File: src/rtl/lsu_pkg.sv
// Shared definitions for the load/store unit: funct3 codes, memory width codes, FSM states.
package lsu_pkg;

  localparam int unsigned XLEN = 32;

  localparam logic [2:0] F3_B  = 3'b000;
  localparam logic [2:0] F3_H  = 3'b001;
  localparam logic [2:0] F3_W  = 3'b010;
  localparam logic [2:0] F3_BU = 3'b100;
  localparam logic [2:0] F3_HU = 3'b101;

  localparam logic [1:0] WA_BYTE = 2'd0;
  localparam logic [1:0] WA_HALF = 2'd1;
  localparam logic [1:0] WA_WORD = 2'd2;

  typedef enum logic [1:0] {
    ST_IDLE = 2'd0,
    ST_ACC  = 2'd1,
    ST_RESP = 2'd2
  } state_t;

  // Request payload latched at acceptance.
  typedef struct packed {
    logic            we;
    logic [2:0]      funct3;
    logic [XLEN-1:0] addr;
    logic [XLEN-1:0] wdata;
  } lsu_req_t;

  // Access size in bytes from funct3[1:0]; illegal 11 maps to 4 and is rejected elsewhere.
  function automatic logic [2:0] size_of(input logic [2:0] funct3);
    case (funct3[1:0])
      2'b00:   return 3'd1;
      2'b01:   return 3'd2;
      default: return 3'd4;
    endcase
  endfunction

  // Memory width code for an access size.
  function automatic logic [1:0] wa_of(input logic [2:0] size);
    case (size)
      3'd1:    return WA_BYTE;
      3'd2:    return WA_HALF;
      default: return WA_WORD;
    endcase
  endfunction

endpackage

File: src/rtl/lsu_load_ext.sv
// Load data extension: selects byte/half/word from an LSB-aligned raw word and extends it.
module lsu_load_ext
  import lsu_pkg::*;
(
  input  logic [2:0]      funct3,
  input  logic [XLEN-1:0] raw,
  output logic [XLEN-1:0] result
);

  // Sign- or zero-extend according to the load flavour.
  always_comb begin
    result = '0;
    case (funct3)
      F3_B:    result = {{24{raw[7]}}, raw[7:0]};
      F3_H:    result = {{16{raw[15]}}, raw[15:0]};
      F3_W:    result = raw;
      F3_BU:   result = {24'd0, raw[7:0]};
      F3_HU:   result = {16'd0, raw[15:0]};
      default: result = '0;
    endcase
  end

endmodule

File: src/rtl/lsu_ctrl.sv
// Load/store unit: one request at a time, range/alignment checking, byte-splitting of
// misaligned accesses, registered memory port and registered response.
module lsu_ctrl
  import lsu_pkg::*;
#(
  parameter int unsigned MEM_BYTES        = 1024,
  parameter bit          SPLIT_MISALIGNED = 1'b1
) (
  input  logic            clk,
  input  logic            rst_n,
  input  logic            req_valid,
  output logic            req_ready,
  input  logic            req_we,
  input  logic [2:0]      req_funct3,
  input  logic [XLEN-1:0] req_addr,
  input  logic [XLEN-1:0] req_wdata,
  output logic            resp_valid,
  output logic [XLEN-1:0] resp_rdata,
  output logic            resp_err,
  output logic [XLEN-1:0] mem_addr,
  output logic            mem_we,
  output logic [1:0]      mem_wa,
  output logic [XLEN-1:0] mem_wdata,
  input  logic [XLEN-1:0] mem_rdata
);

  state_t          state_q, state_d;
  lsu_req_t        req_q, in_req, cur;
  logic [2:0]      size_q, in_size, cur_size;
  logic            split_q, in_split, cur_split;
  logic [1:0]      k_q, k_d, last_k;
  logic [XLEN-1:0] buf_q, raw_c, asm_c, ext;
  logic            f3_ok, oor, misal, bad, accept;
  logic [XLEN-1:0] wsel;

  logic            mem_we_d, resp_valid_d, resp_err_d;
  logic [1:0]      mem_wa_d;
  logic [XLEN-1:0] mem_addr_d, mem_wdata_d, resp_rdata_d;

  assign req_ready = (state_q == ST_IDLE);
  assign accept    = req_valid && (state_q == ST_IDLE);
  assign last_k    = 2'(size_q - 3'd1);

  // Decode and check the incoming request; address range uses 33 bits so wrap is caught.
  always_comb begin
    in_req  = {req_we, req_funct3, req_addr, req_wdata};
    in_size = size_of(req_funct3);
    if (req_we) begin
      f3_ok = (req_funct3 == F3_B) || (req_funct3 == F3_H) || (req_funct3 == F3_W);
    end else begin
      f3_ok = (req_funct3 == F3_B) || (req_funct3 == F3_H) || (req_funct3 == F3_W) ||
              (req_funct3 == F3_BU) || (req_funct3 == F3_HU);
    end
    oor      = ({1'b0, req_addr} + 33'(in_size) - 33'd1) >= 33'(MEM_BYTES);
    misal    = (req_addr & 32'(in_size - 3'd1)) != 32'd0;
    bad      = !f3_ok || oor || (misal && !SPLIT_MISALIGNED);
    in_split = misal && SPLIT_MISALIGNED;
  end

  // Request view used to precompute next memory outputs: incoming in IDLE, latched otherwise.
  always_comb begin
    if (state_q == ST_IDLE) begin
      cur       = in_req;
      cur_size  = in_size;
      cur_split = in_split;
    end else begin
      cur       = req_q;
      cur_size  = size_q;
      cur_split = split_q;
    end
  end

  // Merge the byte fetched this cycle into the split-load buffer.
  always_comb begin
    raw_c                      = buf_q;
    raw_c[{k_q, 3'b000} +: 8]  = mem_rdata[7:0];
    asm_c                      = split_q ? raw_c : mem_rdata;
  end

  lsu_load_ext u_load_ext (
    .funct3 (req_q.funct3),
    .raw    (asm_c),
    .result (ext)
  );

  // FSM state register.
  always_ff @(posedge clk or negedge rst_n) begin
    if (!rst_n) state_q <= ST_IDLE;
    else        state_q <= state_d;
  end

  // FSM next state and byte counter.
  always_comb begin
    state_d = state_q;
    k_d     = k_q;
    case (state_q)
      ST_IDLE: begin
        if (req_valid) begin
          k_d     = 2'd0;
          state_d = bad ? ST_RESP : ST_ACC;
        end
      end
      ST_ACC: begin
        if (split_q && (k_q != last_k)) k_d = k_q + 2'd1;
        else                            state_d = ST_RESP;
      end
      ST_RESP: state_d = ST_IDLE;
      default: state_d = ST_IDLE;
    endcase
  end

  // FSM outputs: next values of the registered memory port and response.
  always_comb begin
    mem_addr_d   = '0;
    mem_we_d     = 1'b0;
    mem_wa_d     = WA_BYTE;
    mem_wdata_d  = '0;
    resp_valid_d = 1'b0;
    resp_err_d   = 1'b0;
    resp_rdata_d = '0;
    wsel         = cur.wdata >> {k_d, 3'b000};
    if (state_d == ST_ACC) begin
      mem_addr_d = cur.addr + 32'(k_d);
      mem_we_d   = cur.we;
      if (cur_split) begin
        mem_wa_d    = WA_BYTE;
        mem_wdata_d = cur.we ? {24'd0, wsel[7:0]} : '0;
      end else begin
        mem_wa_d    = wa_of(cur_size);
        mem_wdata_d = cur.we ? cur.wdata : '0;
      end
    end
    if (state_d == ST_RESP) begin
      resp_valid_d = 1'b1;
      if (state_q == ST_IDLE) resp_err_d = 1'b1;
      else if (!req_q.we)     resp_rdata_d = ext;
    end
  end

  // Request latch, byte counter and split-load buffer.
  always_ff @(posedge clk or negedge rst_n) begin
    if (!rst_n) begin
      req_q   <= '0;
      size_q  <= '0;
      split_q <= 1'b0;
      k_q     <= '0;
      buf_q   <= '0;
    end else begin
      k_q <= k_d;
      if (accept) begin
        req_q   <= in_req;
        size_q  <= in_size;
        split_q <= in_split;
        buf_q   <= '0;
      end else if ((state_q == ST_ACC) && split_q && !req_q.we) begin
        buf_q <= raw_c;
      end
    end
  end

  // Registered memory port and response outputs.
  always_ff @(posedge clk or negedge rst_n) begin
    if (!rst_n) begin
      mem_addr   <= '0;
      mem_we     <= 1'b0;
      mem_wa     <= WA_BYTE;
      mem_wdata  <= '0;
      resp_valid <= 1'b0;
      resp_err   <= 1'b0;
      resp_rdata <= '0;
    end else begin
      mem_addr   <= mem_addr_d;
      mem_we     <= mem_we_d;
      mem_wa     <= mem_wa_d;
      mem_wdata  <= mem_wdata_d;
      resp_valid <= resp_valid_d;
      resp_err   <= resp_err_d;
      resp_rdata <= resp_rdata_d;
    end
  end

endmodule
File: config.mk
export PLATFORM = sky130hd
export DESIGN_NAME = lsu_ctrl
export DESIGN_NICKNAME = d
export VERILOG_FILES = /design/src/rtl/lsu_pkg.sv /design/src/rtl/lsu_load_ext.sv /design/src/rtl/lsu_ctrl.sv
export SDC_FILE = /design/constraint.sdc
export NUM_CORES = 1
export LEC_CHECK = 0
export ABC_AREA = 1
export CORE_ASPECT_RATIO = 0.8
export CORE_UTILIZATION = 59
export DETAILED_ROUTE_END_ITERATION = 7
export MAX_ROUTING_LAYER = met4
export PLACE_DENSITY = 0.87
export SYNTH_ARGS = -nofsm -noshare
export SYNTH_HDL_FRONTEND = slang
export SYNTH_SLANG_ARGS = --single-unit
File: constraint.sdc
create_clock -name clk -period 6.6 [get_ports clk]
set_clock_uncertainty 0.15 [all_clocks]
set_input_delay 1.98 -clock clk [delete_from_list [all_inputs] [get_ports clk]]
set_output_delay 1.98 -clock clk [all_outputs]
set_load 0.01 [all_outputs]
==> results.toml <==
[run_status]
status = "finished with violations"
failed_checks = "DRC"

[layout]
final_net_count = 2137
fin_util_pct = 74.6
synthToLayoutAreaGrowth_pct = 22.6
sequential_cell_area_sq_mm = 0.00523
design_area_sq_mm = 0.0156
num-fill-cells = 1619
antenna_cells_inserted = 0
multi_input_comb_area_sq_mm = 0.00602
layout.cells.non_filler = 2273
drive_above_1_share_pct = 3.69

[synthesis]
synth_top_area_share_pct = 41.0
synth_largest_area_cell = "dfrtp_1"
yosys-mux-area-fraction_pct = 0
synthesized_area_per_cell_sq_um = 6.99
dominant_combinational_cell_family_by_area_after_synthesis = "simple AND/OR/NAND/NOR gates"
seq_area_frac_synth_pct = 41.0
synth_cells = 1823
post_synthesis_adder_cell_area_fraction_pct = 4.44
post_synth_instance_area_sq_mm = 0.0127
synth-compound-area-share_pct = 15.0
post_synth_num_cell_types = 40
post_synth_simple_gate_area_pct = 26.0
synth_top_cells_by_area = "dfrtp_1 (41%), nand2_1 (14%), inv_1 (8.8%)"
synth_xor_area_share_pct = 1.79
yosysWarningCount = 0
ys_ff_latch = 209
synth_fp_nets = 1970

[pwr]
share_comb_of_total_power_pct = 20.4
peak_vdd_ir_mv = 0.172
design_power_total_mw = 3.37
seq_power_share_pct = 41.1
power_per_cell_area_mw_per_mm2 = 216
power.share.switching_pct = 29.7
p_leak_nw = 7.80
power_frac_clock_pct = 38.4
internal_power_mw = 2.37
netSwitchingPower_mw = 1.00

[placement]
place_hpwl_mm = 27.4
place_congestion = 0.970
placement.io_buffers = 204
dpl.cell_count = 2235
placed_cell_area_sq_mm = 0.0149

[worst_hold_path]
hold-path-cell-count = 2
worstHoldPathType = "register to register"
worst_hold_startpoint = "req_q[38]$_DFFE_PN0P_"
whs_endpoint = "req_q[38]$_DFFE_PN0P_"

[clock_tree]
cts-hold-fix-buffers = 0
clk_latency_ps = 510
cts.path.max_buffers = 3
clk_pin_slew_worst_paths_ps = 60
post_cts_resize_count = 0
numClockSinks = 209
post_cts_buffers = 0
cts-root-buf = "clkbuf_16"
numCtsBuffers = 22
cts-htree-levels = 1
cts_tree = "done"

[worst_setup_path]
worstPathMaxFanout = 32
reg_to_reg_critical_path_startpoint = "state_q[1]$_DFF_PN0_"
r2r_end = "mem_addr[29]$_DFF_PN0_"
nature_of_the_critical_path_endpoint = "register"
r2r.worst_path.cells = 20
worstSetupPathType = "primary input to register"
timing.critical_path.from_type = "primary input"
cp_data_required_time_ps = 6870
r2r_slack_ps = 1840
worstPathArrival_ps = 5560

[floorplanning]
floorplan.io_pins = 205
die_ht_um = 133
core_sq_mm = 0.0209
num_rows = 47
initial_standard_cell_utilization_of_the_core_pct = 60.9
die_area_sq_mm = 0.0222
width_of_the_die_um = 166

[route]
wire_per_inst_um = 16.5
wl_mm = 37.4
post-route-drc-count = 14
drt-initial-drc-count = 1312
drt_first_pass_iters = 8
detailroute.via_count = 12500
ant_nets = 0
vias_per_cell = 5.50

[sta]
maxSlewViolCount = 0
setup_repair_after_global_routing_missed_its_margin = "false"
report.final.hold_viol_count = 0
fin_crit_sh_pct = 80.0
tns_ps = 0
max_slew_margin_pct = 23.2
setup_violations = 0
period_minus_slack_ps = 5280
achievable-frequency_ghz = 0.189
tightestPinTransition_ps = 1150

[global_route]
grt_pass1_vias = 11500
grt_start_max_net_pins = 114
globalRoute.totalOverflow = 0
groute.usage.overall_pct = 34.7
grt_first_pass_wirelength_mm = 59.8
antenna_found_initial = 0

[job]
drv_cap = 0
placed cells by master, fill, tap and decap left out, drive strengths merged, types with 5 or more instances in the layout:
cell and n:
a21oi 77, buf 10, clkbuf 31, clkdlybuf4s50 203, clkinv 5, dfrtp 209
ha 42, inv 306, nand2 490, nand3 81, nand3b 5, nand4 17
nor2 203, nor3 11, o211ai 8, o21ai 199, o21bai 7, o22ai 49
o31ai 8, xnor2 5, xor2 21
cells by family (layout without fill, tap and decap cells):
family,after synthesis,after routing
AO/OA/AOI/OAI,353,353
XOR/XNOR,26,26
adder cells (fa/ha/maj),44,44
buffers and inverters,378,559
flip-flops,209,209
AND/OR/NAND/NOR,813,813
worst max-delay path, stage by stage:
cell and delay [ps]:
clkdlybuf4s50_1 480, inv_1 70, nor2_1 80, inv_1 80, ha_1 280, inv_1 60, ha_1 260, inv_1 80
fa_1 350, inv_1 90, nand3_1 70, nand3_1 100, nand3_1 100, nand3_1 140, nand2_1 60, nand2_1 70
nand2_1 50, nor2_1 140, nand4_1 130, nor2_1 140, nand3_1 100, nand2_2 150, inv_2 280, nor2_1 210
through the flow:
step / hold slack (ps) / worst slack (ps)
final: 336 / 1320
after global routing: 355 / 989
after CTS: 337 / 1400
after detailed placement: 313 / 887
after global placement: 312 / 971
after floorplan: 294 / 1940
sequential cells by signal, indices dropped and copies added, names as in the netlist, 3 cells and up:
register,count
req_q,68
size_q,3
mem_wdata,32
resp_rdata,32
buf_q,32
mem_addr,32
per-layer routing:
| layer | global-route usage, % | vias up | wire (um) |
|---|---|---|---|
| met4 | 7.56 | 0 | 752 |
| met1 | 48.3 | 5807 | 16700 |
| met5 | - | - | 0 |
| met2 | 54.1 | 549 | 16800 |
| li1 | - | 6080 | - |
| met3 | 5.26 | 56 | 3230 |
power groups by stage:
stage          clock network, mW  logic, mW  registers (mW)
2_1_floorplan                  0      0.439            1.40
3_3_place_gp                   0      0.658            1.41
3_5_place_dp                   0      0.671            1.41
4_1_cts                     1.30      0.680            1.39
5_1_grt                     1.35      0.774            1.40
6_report                    1.30      0.690            1.39
cell usage after synthesis (all sizes together):
| master | n |
|---|---|
| a21o | 1 |
| a21oi | 77 |
| a31oi | 2 |
| and3 | 1 |
| buf | 27 |
| clkbuf | 44 |
| clkinv | 1 |
| dfrtp | 209 |
| fa | 2 |
| ha | 42 |
| inv | 306 |
| nand2 | 490 |
| nand3 | 81 |
| nand3b | 5 |
| nand4 | 17 |
| nor2 | 203 |
| nor3 | 11 |
| nor4 | 3 |
| o211ai | 8 |
| o21a | 2 |
| o21ai | 199 |
| o21bai | 7 |
| o22ai | 49 |
| o31ai | 8 |
| or2 | 2 |
| xnor2 | 5 |
| xor2 | 21 |
worst max path at each step:
stage                       start                       end  slack [ps]  cells past startpoint
CTS                 req_funct3[0]    mem_addr[10]$_DFF_PN0_        1400                     23
global route        req_funct3[0]    mem_addr[21]$_DFF_PN0_         990                     25
global placement    req_funct3[0]    mem_addr[28]$_DFF_PN0_         970                     24
finish              req_funct3[0]    mem_addr[29]$_DFF_PN0_        1320                     24
floorplan           req_funct3[0]  resp_rdata[23]$_DFF_PN0_        1940                     23
detailed placement  req_funct3[0]    mem_addr[31]$_DFF_PN0_         890                     23
area by class of cell:
cell class                      instances  area share (%)
Multi-Input combinational cell       1236            38.5
Timing Repair Buffer                  214            13.7
Inverter                              307            7.39
Clock buffer                           30            4.05
Tap cell                              269            2.15
Clock inverter                          8           0.753
Sequential cell                       209            33.5
Note: power is estimated with default switching activity, not from simulation.
